**src/rtl/mem_flash_txn_fsm.sv**
```systemverilog
// Flash transaction sequencer: expands one read/program request into the
// WREN/CMD/ADDR/DUMMY/DATA byte sequence for a byte-level SPI controller.
module mem_flash_txn_fsm #(
  parameter int unsigned LEN_W     = 6,
  parameter logic [7:0]  CMD_READ  = 8'h03,
  parameter logic [7:0]  CMD_QREAD = 8'h6B,
  parameter logic [7:0]  CMD_PP    = 8'h02,
  parameter logic [7:0]  CMD_QPP   = 8'h32,
  parameter logic [7:0]  CMD_WREN  = 8'h06
) (
  input  logic             clk,
  input  logic             rst,
  input  logic             req_valid,
  output logic             req_ready,
  input  logic             req_write,
  input  logic             req_quad,
  input  logic [23:0]      req_addr,
  input  logic [LEN_W-1:0] req_len,
  input  logic             wr_valid,
  output logic             wr_ready,
  input  logic [7:0]       wr_data,
  output logic             rd_valid,
  input  logic             rd_ready,
  output logic [7:0]       rd_data,
  output logic             busy,
  output logic             done,
  output logic             spi_start,
  output logic             spi_r_w,
  output logic             spi_quad,
  output logic [7:0]       spi_tx_data,
  output logic             spi_tx_valid,
  input  logic             spi_tx_ready,
  input  logic             spi_busy,
  input  logic             spi_done,
  input  logic             spi_rx_valid,
  input  logic [7:0]       spi_rx_data,
  output logic             spi_rx_ready
);

  typedef enum logic [2:0] {
    S_IDLE, S_WREN, S_CMD, S_ADDR, S_DUMMY, S_DATA, S_FIN
  } state_e;

  typedef enum logic [1:0] {P_ISSUE, P_WAIT, P_GAP} phase_e;

  state_e           state_q, state_d;
  phase_e           phase_q, phase_d;
  logic             write_q, write_d;
  logic             quad_q, quad_d;
  logic [23:0]      addr_q, addr_d;
  logic [LEN_W-1:0] cnt_q, cnt_d;
  logic [1:0]       aidx_q, aidx_d;
  logic             zlen_q, zlen_d;
  logic             rd_valid_q, rd_valid_d;
  logic [7:0]       rd_data_q, rd_data_d;

  logic       start_s, wr_ready_s, rx_ack_s, rw_s, quad_s;
  logic [7:0] tx_s, opcode_s;
  logic       ctl_free_s, data_ok_s, last_s, drain_s;

  // State, request latches and read-data holding register
  always_ff @(posedge clk) begin
    if (rst) begin
      state_q    <= S_IDLE;
      phase_q    <= P_ISSUE;
      write_q    <= 1'b0;
      quad_q     <= 1'b0;
      addr_q     <= 24'h000000;
      cnt_q      <= {LEN_W{1'b0}};
      aidx_q     <= 2'd0;
      zlen_q     <= 1'b0;
      rd_valid_q <= 1'b0;
      rd_data_q  <= 8'h00;
    end else begin
      state_q    <= state_d;
      phase_q    <= phase_d;
      write_q    <= write_d;
      quad_q     <= quad_d;
      addr_q     <= addr_d;
      cnt_q      <= cnt_d;
      aidx_q     <= aidx_d;
      zlen_q     <= zlen_d;
      rd_valid_q <= rd_valid_d;
      rd_data_q  <= rd_data_d;
    end
  end

  // Next-state, per-byte sub-phase sequencing and SPI byte selection
  always_comb begin
    state_d    = state_q;
    phase_d    = phase_q;
    write_d    = write_q;
    quad_d     = quad_q;
    addr_d     = addr_q;
    cnt_d      = cnt_q;
    aidx_d     = aidx_q;
    zlen_d     = zlen_q;
    rd_data_d  = rd_data_q;
    start_s    = 1'b0;
    wr_ready_s = 1'b0;
    rx_ack_s   = 1'b0;
    rw_s       = 1'b0;
    quad_s     = 1'b0;
    tx_s       = 8'h00;
    opcode_s   = write_q ? (quad_q ? CMD_QPP : CMD_PP) : (quad_q ? CMD_QREAD : CMD_READ);
    ctl_free_s = spi_tx_ready && !spi_busy && !spi_done;
    last_s     = (cnt_q == LEN_W'(1));
    // A read DATA phase with the counter exhausted is only waiting for the last handshake
    drain_s    = (state_q == S_DATA) && (cnt_q == {LEN_W{1'b0}});

    if (rd_valid_q && rd_ready) begin
      rd_valid_d = 1'b0;
    end else begin
      rd_valid_d = rd_valid_q;
    end

    case (state_q)
      S_WREN:  tx_s = CMD_WREN;
      S_CMD:   tx_s = opcode_s;
      S_ADDR: begin
        case (aidx_q)
          2'd0:    tx_s = addr_q[23:16];
          2'd1:    tx_s = addr_q[15:8];
          default: tx_s = addr_q[7:0];
        endcase
      end
      S_DATA: begin
        tx_s   = write_q ? wr_data : 8'h00;
        rw_s   = !write_q;
        quad_s = quad_q;
      end
      default: tx_s = 8'h00;
    endcase

    if (state_q == S_DATA) begin
      data_ok_s = write_q ? wr_valid : !rd_valid_q;
    end else begin
      data_ok_s = 1'b1;
    end

    case (state_q)
      S_IDLE: begin
        if (req_valid) begin
          write_d = req_write;
          quad_d  = req_quad;
          addr_d  = req_addr;
          cnt_d   = req_len;
          aidx_d  = 2'd0;
          phase_d = P_ISSUE;
          if (req_len == {LEN_W{1'b0}}) begin
            state_d = S_FIN;
            zlen_d  = 1'b1;
          end else begin
            state_d = req_write ? S_WREN : S_CMD;
            zlen_d  = 1'b0;
          end
        end else begin
          state_d = S_IDLE;
        end
      end
      S_FIN: begin
        state_d = S_IDLE;
        zlen_d  = 1'b0;
      end
      S_WREN, S_CMD, S_ADDR, S_DUMMY, S_DATA: begin
        case (phase_q)
          P_ISSUE: begin
            if (drain_s) begin
              if (!rd_valid_q || rd_ready) begin
                state_d = S_FIN;
              end else begin
                state_d = S_DATA;
              end
            end else if (ctl_free_s && data_ok_s) begin
              start_s    = 1'b1;
              wr_ready_s = (state_q == S_DATA) && write_q;
              phase_d    = P_WAIT;
            end else begin
              phase_d = P_ISSUE;
            end
          end
          P_WAIT: begin
            if (spi_done) begin
              phase_d = P_GAP;
              if ((state_q == S_DATA) && !write_q && spi_rx_valid) begin
                rd_data_d  = spi_rx_data;
                rd_valid_d = 1'b1;
                rx_ack_s   = 1'b1;
              end else begin
                rd_data_d = rd_data_q;
              end
            end else begin
              phase_d = P_WAIT;
            end
          end
          P_GAP: begin
            if (!spi_done) begin
              phase_d = P_ISSUE;
              case (state_q)
                S_WREN: state_d = S_CMD;
                S_CMD: begin
                  state_d = S_ADDR;
                  aidx_d  = 2'd0;
                end
                S_ADDR: begin
                  if (aidx_q == 2'd2) begin
                    state_d = (quad_q && !write_q) ? S_DUMMY : S_DATA;
                  end else begin
                    aidx_d = aidx_q + 2'd1;
                  end
                end
                S_DUMMY: state_d = S_DATA;
                S_DATA: begin
                  cnt_d = cnt_q - LEN_W'(1);
                  if (last_s && write_q) begin
                    state_d = S_FIN;
                  end else begin
                    state_d = S_DATA;
                  end
                end
                default: state_d = S_IDLE;
              endcase
            end else begin
              phase_d = P_GAP;
            end
          end
          default: phase_d = P_ISSUE;
        endcase
      end
      default: state_d = S_IDLE;
    endcase
  end

  assign req_ready    = (state_q == S_IDLE);
  assign busy         = (state_q != S_IDLE) && !zlen_q;
  assign done         = (state_q == S_FIN);
  assign rd_valid     = rd_valid_q;
  assign rd_data      = rd_data_q;
  assign wr_ready     = wr_ready_s;
  assign spi_start    = start_s;
  assign spi_tx_valid = start_s;
  assign spi_r_w      = rw_s;
  assign spi_quad     = quad_s;
  assign spi_tx_data  = tx_s;
  assign spi_rx_ready = rx_ack_s;

endmodule
```
**config.mk**
```make
export PLATFORM = sky130hd
export DESIGN_NAME = mem_flash_txn_fsm
export DESIGN_NICKNAME = d
export VERILOG_FILES = /design/src/rtl/mem_flash_txn_fsm.sv
export SDC_FILE = /design/constraint.sdc
export NUM_CORES = 1
export LEC_CHECK = 0
export BUFFER_PORTS_ARGS = -buffer_cell sky130_fd_sc_hd__buf_2
export CAP_MARGIN = 10
export CORE_MARGIN = 2
export CORE_UTILIZATION = 39
export CTS_CLUSTER_DIAMETER = 30
export DETAILED_ROUTE_END_ITERATION = 10
export PLACE_DENSITY = 0.74
export RECOVER_POWER = 100
export SKIP_CTS_REPAIR_TIMING = 1
export SYNTH_ARGS = -nofsm -noshare
export SYNTH_HDL_FRONTEND = slang
export SYNTH_SLANG_ARGS = --single-unit
```
**constraint.sdc**
```tcl
create_clock -name clk -period 2.43 [get_ports clk]
set_input_delay 0.243 -clock clk [delete_from_list [all_inputs] [get_ports clk]]
set_output_delay 0.243 -clock clk [all_outputs]
set_load 0.02 [all_outputs]
```
==> impl_metrics.yaml <==
critical_path:
  reg2reg_from: "state_q[1]$_SDFFE_PP0P_"
  critPathCaptureType: "output pin"
  crit_path_start: "state_q[0]$_SDFFE_PP0P_"
  cp_data_arrival_time_ps: 2020
  path_max_fanout: 21
  regToRegEndpoint: "zlen_q$_SDFFE_PP0P_"
  cp_data_required_time_ps: 2190
  reg2regPathDepth: 6
  critPathLaunchType: "flop"
  crit_end: "spi_tx_data[6]"
  criticalPathCategory: "flop to output pin"
  reg2reg_setup_slack_ps: 380
sta:
  setup_tns_ps: 0
  timing.final.max_slew_violations: 0
  actual_slew_at_the_worst_max_slew_pin_ps: 906
  setup_repair_after_global_routing_missed_its_margin: "no"
  fmaxAchievable_ghz: 0.443
  report.final.hold_viol_count: 0
  timing.final.crit_share: 0.930
  period_minus_slack_ps: 2260
  fin_worst_skew_ps: 6.27
  final_worst_path_setup_slack_ps: 171
  setup_viol: 0
  worst_slew_margin_rel: 0.394
layout:
  fin_util: 0.469
  layout_cells_sized_above_1: 0.224
  n_fill_cell: 677
  finish.net_count: 482
  area_growth_from_synthesis_to_layout_pct: 18.6
  layout_commonest_cell: "sky130_fd_sc_hd__nand2_1"
  most-common-layout-cells: "sky130_fd_sc_hd__nand2_1, sky130_fd_sc_hd__buf_2, sky130_fd_sc_hd__a21oi_1"
  antenna-diode-count: 0
  fin_cells: 500
yosys:
  syn-cell-area_um2: 2640
  synth_area_leaders: "sky130_fd_sc_hd__dfxtp_1, sky130_fd_sc_hd__nand2_1, sky130_fd_sc_hd__a21oi_1"
  synth.avg_cell_area_um2: 7.66
  seq_area_frac_synth: 0.371
  postSynthNetCount: 408
  synthCells: 345
  synth_async_sr_flop_share: 0
  yosysTopAreaCell: "sky130_fd_sc_hd__dfxtp_1"
  netlist-cell-type-count: 52
  synth_flop_cell: "sky130_fd_sc_hd__dfxtp_1"
  number_of_synthesized_register_bits: 49
  synth_top_cell_area_share: 0.371
  synth_warnings: 0
  synth-edff-count: 0
power_and_ir_drop:
  net-switching-power_mw: 1.23
  cell_internal_pwr_mw: 1.66
  cellPowerDensity_nw_per_um2: 922
  power_leakage_nw: 1.24
  netSwitchingFraction: 0.425
  pwr-share-clk: 0.161
  combPwrFrac: 0.454
  power.share.sequential: 0.385
  peakVddDrop_mv: 0.450
routing:
  drt_wl_total_um: 7330
  drtPass1Iterations: 5
  detail_route.vias_per_cell: 5.50
  antenna_violating_nets_post_route: 0
  drc_errors: 0
  routed_wire_length_per_instance_um: 14.7
  first_iter_violations: 266
  num_vias: 2749
die:
  die_height_um: 86.3
  site_rows: 30
  dieArea_um2: 7450
  die_x_um: 86.3
  fp.coreArea_um2: 6680
  initial_utilization: 0.396
  num_io_pins: 83
global_route:
  groute.layer.met1.usage: 0.259
  grt.met3_usage: 0.0381
  antenna_found_initial: 0
  grt_most_used_layer: "met2"
  grt_max_degree: 39
  globalRouteTotalUtil: 0.193
  overflow: 0
  grt_pass1_wl_um: 11600
  grt_pass1_vias: 2469
  grt_use_met2: 0.315
clock_tree:
  buffer_type_at_the_clock_tree_root: "sky130_fd_sc_hd__clkbuf_8"
  clock_tree.buffer_depth: 2
  htree_num_levels: 2
  number_of_buffers_created_by_cts: 5
  clk_transition_reported_paths_ps: 90
  insertion_delay_ps: 300
  cts_tree: "yes"
  cts_sink_cnt: 49
place:
  gp_routability_congestion: 0.909
  placedCellCount: 492
  pre_cts_ws_ps: 430
  io_buffers: 82
  dpl_hpwl_um: 5490
run:
  maxCapViolCount: 0
run_status:
  run_status: "finished, final reports clean"
min_path:
  hp-class: "input port to flop"
Yosys cell counts (all sizes together), types with 2 or more instances:
cell type	count
nand4b	2
a21oi	57
a22o	6
a22oi	3
buf	10
o2111ai	2
nand2	78
nand3b	2
o21ai	15
o21a	2
o22ai	2
ha	6
nand4	2
nor2	29
dfxtp	49
inv	9
nor3	6
and2	2
nand2b	4
nand3	8
clkbuf	12
a211oi	3
nor3b	2
mux2i	10
nor4	3
nor2b	2
a31oi	2
a21o	4
metrics by stage:
stage,hold slack [ps],power (mW),area (µm²)
2_1_floorplan,379,2.11,2640
3_3_place_gp,442,2.40,3090
3_5_place_dp,446,2.43,3090
4_1_cts,171,2.90,3170
5_1_grt,171,3.09,3140
6_report,178,2.89,3140
layer usage:
layer,vias to the layer above,part of all wire
met5,-,0
met4,0,0.022
met3,22,0.065
met2,115,0.46
met1,1277,0.45
li1,1335,-
power groups by stage:
stage | registers (mW) | clock network, mW | logic, mW
2_1_floorplan | 1.07 | 0 | 1.04
3_3_place_gp | 1.13 | 0 | 1.28
3_5_place_dp | 1.13 | 0 | 1.30
4_1_cts | 1.11 | 0.474 | 1.32
5_1_grt | 1.14 | 0.509 | 1.44
6_report | 1.11 | 0.464 | 1.31
worst min-delay path by stage:
stage | startpoint | endpoint | slack, ps | depth (start not counted)
3_3_place_gp | addr_q[16]$_SDFFE_PP0P_ | addr_q[16]$_SDFFE_PP0P_ | 440 | 2
2_1_floorplan | req_addr[0] | addr_q[0]$_SDFFE_PP0P_ | 380 | 2
5_1_grt | req_addr[16] | addr_q[16]$_SDFFE_PP0P_ | 170 | 3
3_5_place_dp | addr_q[16]$_SDFFE_PP0P_ | addr_q[16]$_SDFFE_PP0P_ | 450 | 2
4_1_cts | req_addr[15] | addr_q[15]$_SDFFE_PP0P_ | 170 | 3
6_report | req_addr[20] | addr_q[20]$_SDFFE_PP0P_ | 180 | 3
registers in the layout, summed over array words and instances, names as in the netlist:
register and flops:
state_q 3, write_q 1, quad_q 1, addr_q 24, aidx_q 2, rd_data 8
zlen_q 1, phase_q 2, rd_valid 1, cnt_q 6
worst max-delay path: stages, from the launching register on:
cell,delay [ps]
sky130_fd_sc_hd__dfxtp_1,350
sky130_fd_sc_hd__buf_4,250
sky130_fd_sc_hd__nand3b_1,250
sky130_fd_sc_hd__nor2_1,450
sky130_fd_sc_hd__a21oi_1,120
sky130_fd_sc_hd__o21ai_0,90
sky130_fd_sc_hd__clkbuf_2,200
kinds of logic (layout without fill, tap and decap cells):
group	after synthesis	after routing	share of synthesized area
flops	49	49	0.371
simple gates	145	145	0.259
compound gates	103	103	0.239
buf+inv	32	107	0.0648
fa+ha+maj	6	6	0.0284
mux	10	10	0.0379
layout make-up:
cell class              count  area (µm²)  area share
multi-input cells         264        1490       0.475
flip-flops and latches     49         981       0.313
repair buffers             90         449       0.143
well taps                  80         100      0.0319
clock buffers               6        72.6      0.0231
inverters                   9        33.8      0.0108
clock inverters             2        10.0     0.00319
No activity file was read; power rests on OpenSTA's default activity.
